### src/rtl/cmos_lane_pkg.sv
// cmos_lane_pkg: shared state encoding, staging addresses and defaults for the lane driver
package cmos_lane_pkg;
    typedef enum logic [1:0] {IDLE, SETTLE, OUT_LO, OUT_HI} state_t;
    localparam logic [1:0] ADDR_X_LO = 2'd0;
    localparam logic [1:0] ADDR_X_HI = 2'd1;
    localparam logic [1:0] ADDR_K_LO = 2'd2;
    localparam logic [1:0] ADDR_K_HI = 2'd3;
    localparam int DEF_SETTLE_CYCLES = 8;
endpackage

### src/rtl/cmos_lane_driver_if.sv
// cmos_lane_driver_if: load/start/result handshake between bus logic and the lane driver
interface cmos_lane_driver_if #(parameter int WORD = 32);
    logic            in_valid;
    logic            in_ready;
    logic [1:0]      in_addr;
    logic [WORD-1:0] in_data;
    logic            start;
    logic            busy;
    logic            out_valid;
    logic            out_ready;
    logic [WORD-1:0] out_data;
    modport master (output in_valid, in_addr, in_data, start, out_ready,
                    input  in_ready, busy, out_valid, out_data);
    modport slave  (input  in_valid, in_addr, in_data, start, out_ready,
                    output in_ready, busy, out_valid, out_data);
endinterface

### src/rtl/cmos_lane_driver.sv
// cmos_lane_driver: stages operands, drives the lane dual-rail, waits settle time, returns s in two beats
module cmos_lane_driver
    import cmos_lane_pkg::*;
#(
    parameter int BIT_SIZE      = 64,
    parameter int WORD          = 32,
    parameter int SETTLE_CYCLES = DEF_SETTLE_CYCLES
) (
    input  logic                wb_clk_i,
    input  logic                wb_rst_i,
    cmos_lane_driver_if.slave   bus,
    output logic [BIT_SIZE-1:0] x_top,
    output logic [BIT_SIZE-1:0] x_bar_top,
    output logic [BIT_SIZE-1:0] k_top,
    output logic [BIT_SIZE-1:0] k_bar_top,
    input  logic [BIT_SIZE-1:0] s_top
);
    state_t              state_q, state_d;
    logic [7:0]          cnt_q, cnt_d;
    logic [BIT_SIZE-1:0] xs_q, xs_d, ks_q, ks_d;
    logic [BIT_SIZE-1:0] x_q, x_d, xb_q, xb_d, k_q, k_d, kb_q, kb_d;
    logic [BIT_SIZE-1:0] s_q, s_d;

    assign bus.in_ready  = (state_q == IDLE) & ~bus.start;
    assign bus.busy      = state_q != IDLE;
    assign bus.out_valid = (state_q == OUT_LO) | (state_q == OUT_HI);
    assign bus.out_data  = state_q == OUT_LO ? s_q[WORD-1:0] :
                           state_q == OUT_HI ? s_q[BIT_SIZE-1:WORD] : '0;
    assign x_top     = x_q;
    assign x_bar_top = xb_q;
    assign k_top     = k_q;
    assign k_bar_top = kb_q;

    always_comb begin
        state_d = state_q;
        cnt_d   = cnt_q;
        xs_d    = xs_q;
        ks_d    = ks_q;
        x_d     = x_q;
        xb_d    = xb_q;
        k_d     = k_q;
        kb_d    = kb_q;
        s_d     = s_q;
        case (state_q)
            IDLE: begin
                if (bus.start) begin
                    x_d     = xs_q;
                    xb_d    = ~xs_q;
                    k_d     = ks_q;
                    kb_d    = ~ks_q;
                    cnt_d   = 8'(SETTLE_CYCLES - 1);
                    state_d = SETTLE;
                end else if (bus.in_valid) begin
                    case (bus.in_addr)
                        ADDR_X_LO: xs_d[WORD-1:0]        = bus.in_data;
                        ADDR_X_HI: xs_d[BIT_SIZE-1:WORD] = bus.in_data;
                        ADDR_K_LO: ks_d[WORD-1:0]        = bus.in_data;
                        ADDR_K_HI: ks_d[BIT_SIZE-1:WORD] = bus.in_data;
                        default: ;
                    endcase
                end
            end
            SETTLE: begin
                if (cnt_q == 8'd0) begin
                    s_d     = s_top;
                    state_d = OUT_LO;
                end else begin
                    cnt_d = cnt_q - 8'd1;
                end
            end
            OUT_LO: state_d = bus.out_ready ? OUT_HI : OUT_LO;
            OUT_HI: state_d = bus.out_ready ? IDLE : OUT_HI;
            default: state_d = IDLE;
        endcase
    end

    // bar rails reset to ones so each pair stays complementary through reset
    always_ff @(posedge wb_clk_i or posedge wb_rst_i) begin
        if (wb_rst_i) begin
            state_q <= IDLE;
            cnt_q   <= '0;
            xs_q    <= '0;
            ks_q    <= '0;
            x_q     <= '0;
            xb_q    <= '1;
            k_q     <= '0;
            kb_q    <= '1;
            s_q     <= '0;
        end else begin
            state_q <= state_d;
            cnt_q   <= cnt_d;
            xs_q    <= xs_d;
            ks_q    <= ks_d;
            x_q     <= x_d;
            xb_q    <= xb_d;
            k_q     <= k_d;
            kb_q    <= kb_d;
            s_q     <= s_d;
        end
    end
endmodule
### src/flat_wrapper.sv
// flat-port wrapper written by rule: the top's interface ports become plain ports
module cmos_lane_driver_flat import cmos_lane_pkg::*;
#(
    parameter int BIT_SIZE      = 64,
    parameter int WORD          = 32,
    parameter int SETTLE_CYCLES = DEF_SETTLE_CYCLES
)
  (wb_clk_i, wb_rst_i, x_top, x_bar_top, k_top, k_bar_top, s_top, bus_in_valid, bus_in_addr, bus_in_data, bus_start, bus_out_ready, bus_in_ready, bus_busy, bus_out_valid, bus_out_data);
  cmos_lane_driver_if #(.WORD(WORD)) bus_i ();
  input  logic wb_clk_i;
  input  logic wb_rst_i;
  output logic [BIT_SIZE-1:0] x_top;
  output logic [BIT_SIZE-1:0] x_bar_top;
  output logic [BIT_SIZE-1:0] k_top;
  output logic [BIT_SIZE-1:0] k_bar_top;
  input  logic [BIT_SIZE-1:0] s_top;
  input wire logic [$bits(bus_i.in_valid)-1:0] bus_in_valid;
  input wire logic [$bits(bus_i.in_addr)-1:0] bus_in_addr;
  input wire logic [$bits(bus_i.in_data)-1:0] bus_in_data;
  input wire logic [$bits(bus_i.start)-1:0] bus_start;
  input wire logic [$bits(bus_i.out_ready)-1:0] bus_out_ready;
  output wire logic [$bits(bus_i.in_ready)-1:0] bus_in_ready;
  output wire logic [$bits(bus_i.busy)-1:0] bus_busy;
  output wire logic [$bits(bus_i.out_valid)-1:0] bus_out_valid;
  output wire logic [$bits(bus_i.out_data)-1:0] bus_out_data;
  assign bus_i.in_valid = bus_in_valid;
  assign bus_i.in_addr = bus_in_addr;
  assign bus_i.in_data = bus_in_data;
  assign bus_i.start = bus_start;
  assign bus_i.out_ready = bus_out_ready;
  assign bus_in_ready = bus_i.in_ready;
  assign bus_busy = bus_i.busy;
  assign bus_out_valid = bus_i.out_valid;
  assign bus_out_data = bus_i.out_data;
  cmos_lane_driver #(.BIT_SIZE(BIT_SIZE), .WORD(WORD), .SETTLE_CYCLES(SETTLE_CYCLES)) u_core (.wb_clk_i(wb_clk_i), .wb_rst_i(wb_rst_i), .bus(bus_i), .x_top(x_top), .x_bar_top(x_bar_top), .k_top(k_top), .k_bar_top(k_bar_top), .s_top(s_top));
endmodule
### config.mk
export PLATFORM = sky130hd
export DESIGN_NAME = cmos_lane_driver_flat
export DESIGN_NICKNAME = d
export VERILOG_FILES = /design/src/rtl/cmos_lane_pkg.sv /design/src/rtl/cmos_lane_driver_if.sv /design/src/rtl/cmos_lane_driver.sv /design/src/flat_wrapper.sv
export SDC_FILE = /design/constraint.sdc
export NUM_CORES = 1
export LEC_CHECK = 0
export ABC_AREA = 1
export CAP_MARGIN = 20
export CORE_MARGIN = 2
export CORE_UTILIZATION = 39
export DETAILED_ROUTE_END_ITERATION = 7
export GPL_TIMING_DRIVEN = 0
export PLACE_DENSITY = 0.73
export SLEW_MARGIN = 20
export SYNTH_ARGS = -nofsm -noshare
export SYNTH_HDL_FRONTEND = slang
export SYNTH_SLANG_ARGS = --single-unit
### constraint.sdc
create_clock -name wb_clk_i -period 27.4 [get_ports wb_clk_i]
set_clock_uncertainty 0.15 [all_clocks]
set_input_delay 4.11 -clock wb_clk_i [delete_from_list [all_inputs] [get_ports wb_clk_i]]
set_output_delay 4.11 -clock wb_clk_i [all_outputs]
set_load 0.05 [all_outputs]
[Word-level counts from Yosys, hierarchy flattened]
Cells that the tools add are included.
Storage, ports and cells
  register bits after elaboration: 458
  bits of input ports: 103
  output and inout port bits: 291
  word-level logic and storage cells: 49
Cells by class
  add/sub/neg operators: 1
  equality and inequality tests: 9
  multiplexer cells: 10
  bitwise gates (word level): 5
  reduce and logical (&&, ||, !) cells: 13
Operator list (number)
  $not 64->64: 2
  $mux 32: 2
  $mux 8: 2
  $pmux 8 s2: 1
  $reduce_and 4->1: 4
  $eq 2x2->1 const B: 4
  $logic_not 8->1: 1
  $pmux 2 s4: 1
  $sub 8x1->8 const B: 1
  $mux 2: 3
  $reduce_and 2->1: 3
  $eq 2x1->1 const B: 2
  $logic_not 2->1: 2
  $ne 2x2->1 const B: 2
  $reduce_bool 2->1: 2
  $reduce_and 3->1: 1
  $ne 2x1->1 const B: 1
  $and 1x1->1: 1
  $mux 1: 1
  $not 1->1: 1
  $or 1x1->1: 1

[Longest topological paths before layout]
  depth after elaboration: 3
  depth in mapped cells: 8
  mapped depth without buffers: 8

[Worst setup path after synthesis]
OpenSTA, ideal clock, no wires.
  path kind: input port to output port
  start: input port bus_start
  end: output port bus_in_ready
  data arrival time: 4.785 ns
  data required time: 23.140 ns
  slack: 18.355 ns
  stages: 1
  buffers on the path: 0
  cell sequence: nor2_1
On the way
  longest elaborated chain between the ends: 2
Ends and longest elaborated chain
  start, declared: RTL line flat_wrapper.sv:20  | input wire logic [$bits(bus_i.start)-1:0] bus_start;
  $not 1->1 (no source line)
  $and 1x1->1: RTL line cmos_lane_driver.sv:24  | assign bus.in_ready = (state_q == IDLE) & ~bus.start;
  end, declared: RTL line flat_wrapper.sv:22  | output wire logic [$bits(bus_i.in_ready)-1:0] bus_in_ready;
Every way passes these cells.

[Worst setup path after layout]
Ends and elaborated chain as after synthesis.

==> results.json <==
{
  "status": "finished, final reports clean",
  "setup.worst_path.end_class": "output port",
  "final_hold_viol_count": 0,
  "ys_warn_count": 0,
  "yosysUniqueCellTypes": 31,
  "netlist_instances": 1832,
  "drc": 0,
  "switchingPower_mw": 1.63,
  "fp.dieH_um": 217,
  "crit_type": "in -> out",
  "core-area_mm2": 0.0444,
  "finalMaxSlewViolations": 0,
  "intPower_mw": 1.96,
  "fmax_mhz": 100,
  "crit_arrival_ns": 5.74,
  "cp_slowest_cell": "clkdlybuf4s50_1",
  "place_hpwl_um": 43000,
  "grt_pass1_vias": 15046,
  "fp.dieArea_mm2": 0.0469,
  "via_per_inst": 5.03,
  "cts_hold_buf": 0,
  "htreeDepth": 2,
  "fillerInstances": 3949,
  "cts_tree": "yes",
  "r2r_slack_ns": 25.08,
  "wl_um": 59500,
  "crit_buf_inv": 2,
  "post_cts_buffers": 0,
  "finalCriticalPeriod_ns": 10.00,
  "start_util_pct": 39.7,
  "slew_headroom_pct": 33.7,
  "crit_fanout": 3,
  "final_cell_mix": "nand2_1, clkdlybuf4s50_1, dfrtp_1, o21ai_0, dfstp_2",
  "seq_power_share_pct": 34.8,
  "gp_congestion": 0.914,
  "syn_nets": 1937,
  "rows": 77,
  "ir_worst_vdd_v": 0.0000900,
  "syn2layout_area_growth_pct": 36.7,
  "comb_power_share_pct": 46.3,
  "drt-initial-drc-count": 1171,
  "clock_sinks": 458,
  "yosysSeqAreaShare_pct": 65.9,
  "cts_resized": 0,
  "fin_area_mm2": 0.0241,
  "pwr-share-clk_pct": 18.9,
  "insertion_delay_ns": 0.59,
  "dr.pass1.iters": 5,
  "netlist_area_mm2": 0.0176,
  "powerDensity_mw_per_mm2": 149,
  "cpPeakStageDelay_ns": 0.88,
  "grt_pass1_wl_um": 90600,
  "root_buffer": "clkbuf_16",
  "post_route_cells_drive_above_1_share_pct": 12.1,
  "vias": 14670,
  "antenna_found_initial": 1,
  "wl_per_cell_um": 20.4,
  "overflow": 0,
  "hold_class": "reg -> reg",
  "synth_seq_cells": 458,
  "tns_ns": 0,
  "dpl.cell_count": 2821,
  "critPathTopFamily": "buffers and inverters",
  "placed_area_mm2": 0.0224,
  "track_usage_pct": 25.4,
  "path_cells": "clkdlybuf4s50_1 -> nor2_1 -> clkdlybuf4s50_1",
  "avgSynthCellArea_um2": 9.62,
  "tightest_slew_ns": 0.994,
  "critPathRequiredTime_ns": 23.14,
  "power_switching_share_pct": 45.5,
  "layout.cells.most_common": "nand2_1",
  "ant_nets": 0,
  "worst_setup_path_start_kind": "input pin",
  "clkTransAtPathRegs_ns": 0.06,
  "finalCritPeriodShare_pct": 36.5,
  "power_leakage_nw": 11.4,
  "io_pins": 394,
  "grt_max_degree": 104,
  "clockBufferDepth": 3,
  "fin_cells": 2915,
  "finalSetupViolations": 0,
  "die_w_um": 217,
  "cts_buffers": 49,
  "rsz0062_at_grt": "false",
  "path_common_cell": "clkdlybuf4s50_1",
  "hold_slack_ns": 0.287,
  "num-nets-final": 2385,
  "numPortBuffers": 393,
  "cap_violations": 0
}
per-layer routing:
| layer | routed length (um) | share of wire [%] | global-route usage (%) |
|---|---|---|---|
| met3 | 5370 | 9.0 | 8.07 |
| met4 | 1460 | 2.5 | 6.69 |
| met2 | 27900 | 47 | 41.3 |
| met1 | 24700 | 42 | 33.0 |
| met5 | 0 | 0 | 0 |
registers in the layout (all words and copies together) (netlist names):
name and cells:
u_core.cnt_q 8, u_core.k_bar_top 64, u_core.k_top 64, u_core.ks_q 64, u_core.s_q 64, u_core.state_q 2, u_core.x_bar_top 64, u_core.x_top 64
u_core.xs_q 64
metrics by stage:
step                worst slack (ns)  total power, mW  util (%)
global placement                5.62             2.89      50.2
floorplan                      10.58             2.30         -
finish                         17.40             3.59      54.2
global route                   17.32             3.77      54.2
detailed placement             17.42             2.92      50.5
CTS                            17.41             3.61      54.2
final timing paths:
kind	start	endpoint	cells past startpoint
worst max register to register	u_core.state_q[1]	u_core.k_bar_top[1]	7
worst max-delay path	bus_start	bus_in_ready	3
worst min register to register	u_core.xs_q[32]	u_core.x_bar_top[32]	1
worst min-delay path	u_core.xs_q[32]	u_core.x_bar_top[32]	1
max in group asynchronous	wb_rst_i	u_core.x_bar_top[24]	4
min in group asynchronous	wb_rst_i	u_core.k_top[31]	2
cells in the mapped netlist:
| cell type | number | area (um^2) |
|---|---|---|
| o21ai_1 | 78 | 390 |
| nor2_1 | 25 | 93.8 |
| buf_4 | 11 | 82.6 |
| nand3_2 | 2 | 20.0 |
| xor2_1 | 1 | 8.76 |
| dfstp_2 | 128 | 3360 |
| nand4_1 | 1 | 6.26 |
| clkbuf_1 | 52 | 195 |
| ha_1 | 2 | 25.0 |
| inv_1 | 56 | 210 |
| nor2_8 | 1 | 20.0 |
| buf_6 | 10 | 113 |
| nand2_1 | 788 | 2960 |
| nand3_1 | 96 | 480 |
| buf_2 | 31 | 155 |
| nand4_4 | 2 | 42.5 |
| inv_2 | 1 | 3.75 |
| nor3_1 | 3 | 15.0 |
| nor2_2 | 2 | 12.5 |
| a211oi_1 | 1 | 7.51 |
| buf_1 | 2 | 7.51 |
| clkinv_2 | 1 | 5.00 |
| o21ai_0 | 159 | 796 |
| nand3b_1 | 1 | 7.51 |
| o21bai_1 | 1 | 7.51 |
| nor2_4 | 2 | 22.5 |
| a21oi_1 | 10 | 50.1 |
| nand2_2 | 1 | 6.26 |
| nand2_4 | 1 | 11.3 |
| o21a_1 | 33 | 248 |
| dfrtp_1 | 330 | 8260 |
kinds of logic after synthesis:
logic type	share of synthesized area [%]
buffers and inverters	4.38
adder cells (fa/ha/maj)	0.142
AO/OA/AOI/OAI	8.51
flip-flops	65.9
XOR/XNOR	0.0497
AND/OR/NAND/NOR	21.0
final cells by class:
cell class / instances / area [um^2] / area share, %
clock buffers: 72 / 1440 / 5.99
well taps: 592 / 741 / 3.07
inverters: 58 / 226 / 0.940
plain buffers: 106 / 553 / 2.30
repair buffers: 397 / 4040 / 16.8
flip-flops and latches: 458 / 11600 / 48.2
clock inverters: 20 / 231 / 0.961
diodes: 2 / 5.00 / 0.0208
multi-input cells: 1210 / 5230 / 21.7
power by group through the flow:
stage / Combinational (mW) / Clock [mW] / Sequential, mW
after floorplan: 0.542 / 0 / 1.76
after global placement: 1.64 / 0 / 1.25
after detailed placement: 1.67 / 0 / 1.25
after CTS: 1.67 / 0.690 / 1.25
after global routing: 1.77 / 0.718 / 1.29
final: 1.66 / 0.679 / 1.25
worst reg2reg max path: stages (launching register included):
cell and delay (ns):
dfrtp_1 0.32, buf_4 0.19, nor2_8 0.09, nand2_4 0.14
buf_2 0.32, clkbuf_1 0.78, nand2_1 0.11, o21ai_1 0.15
Power figures use the tool's default switching activity.
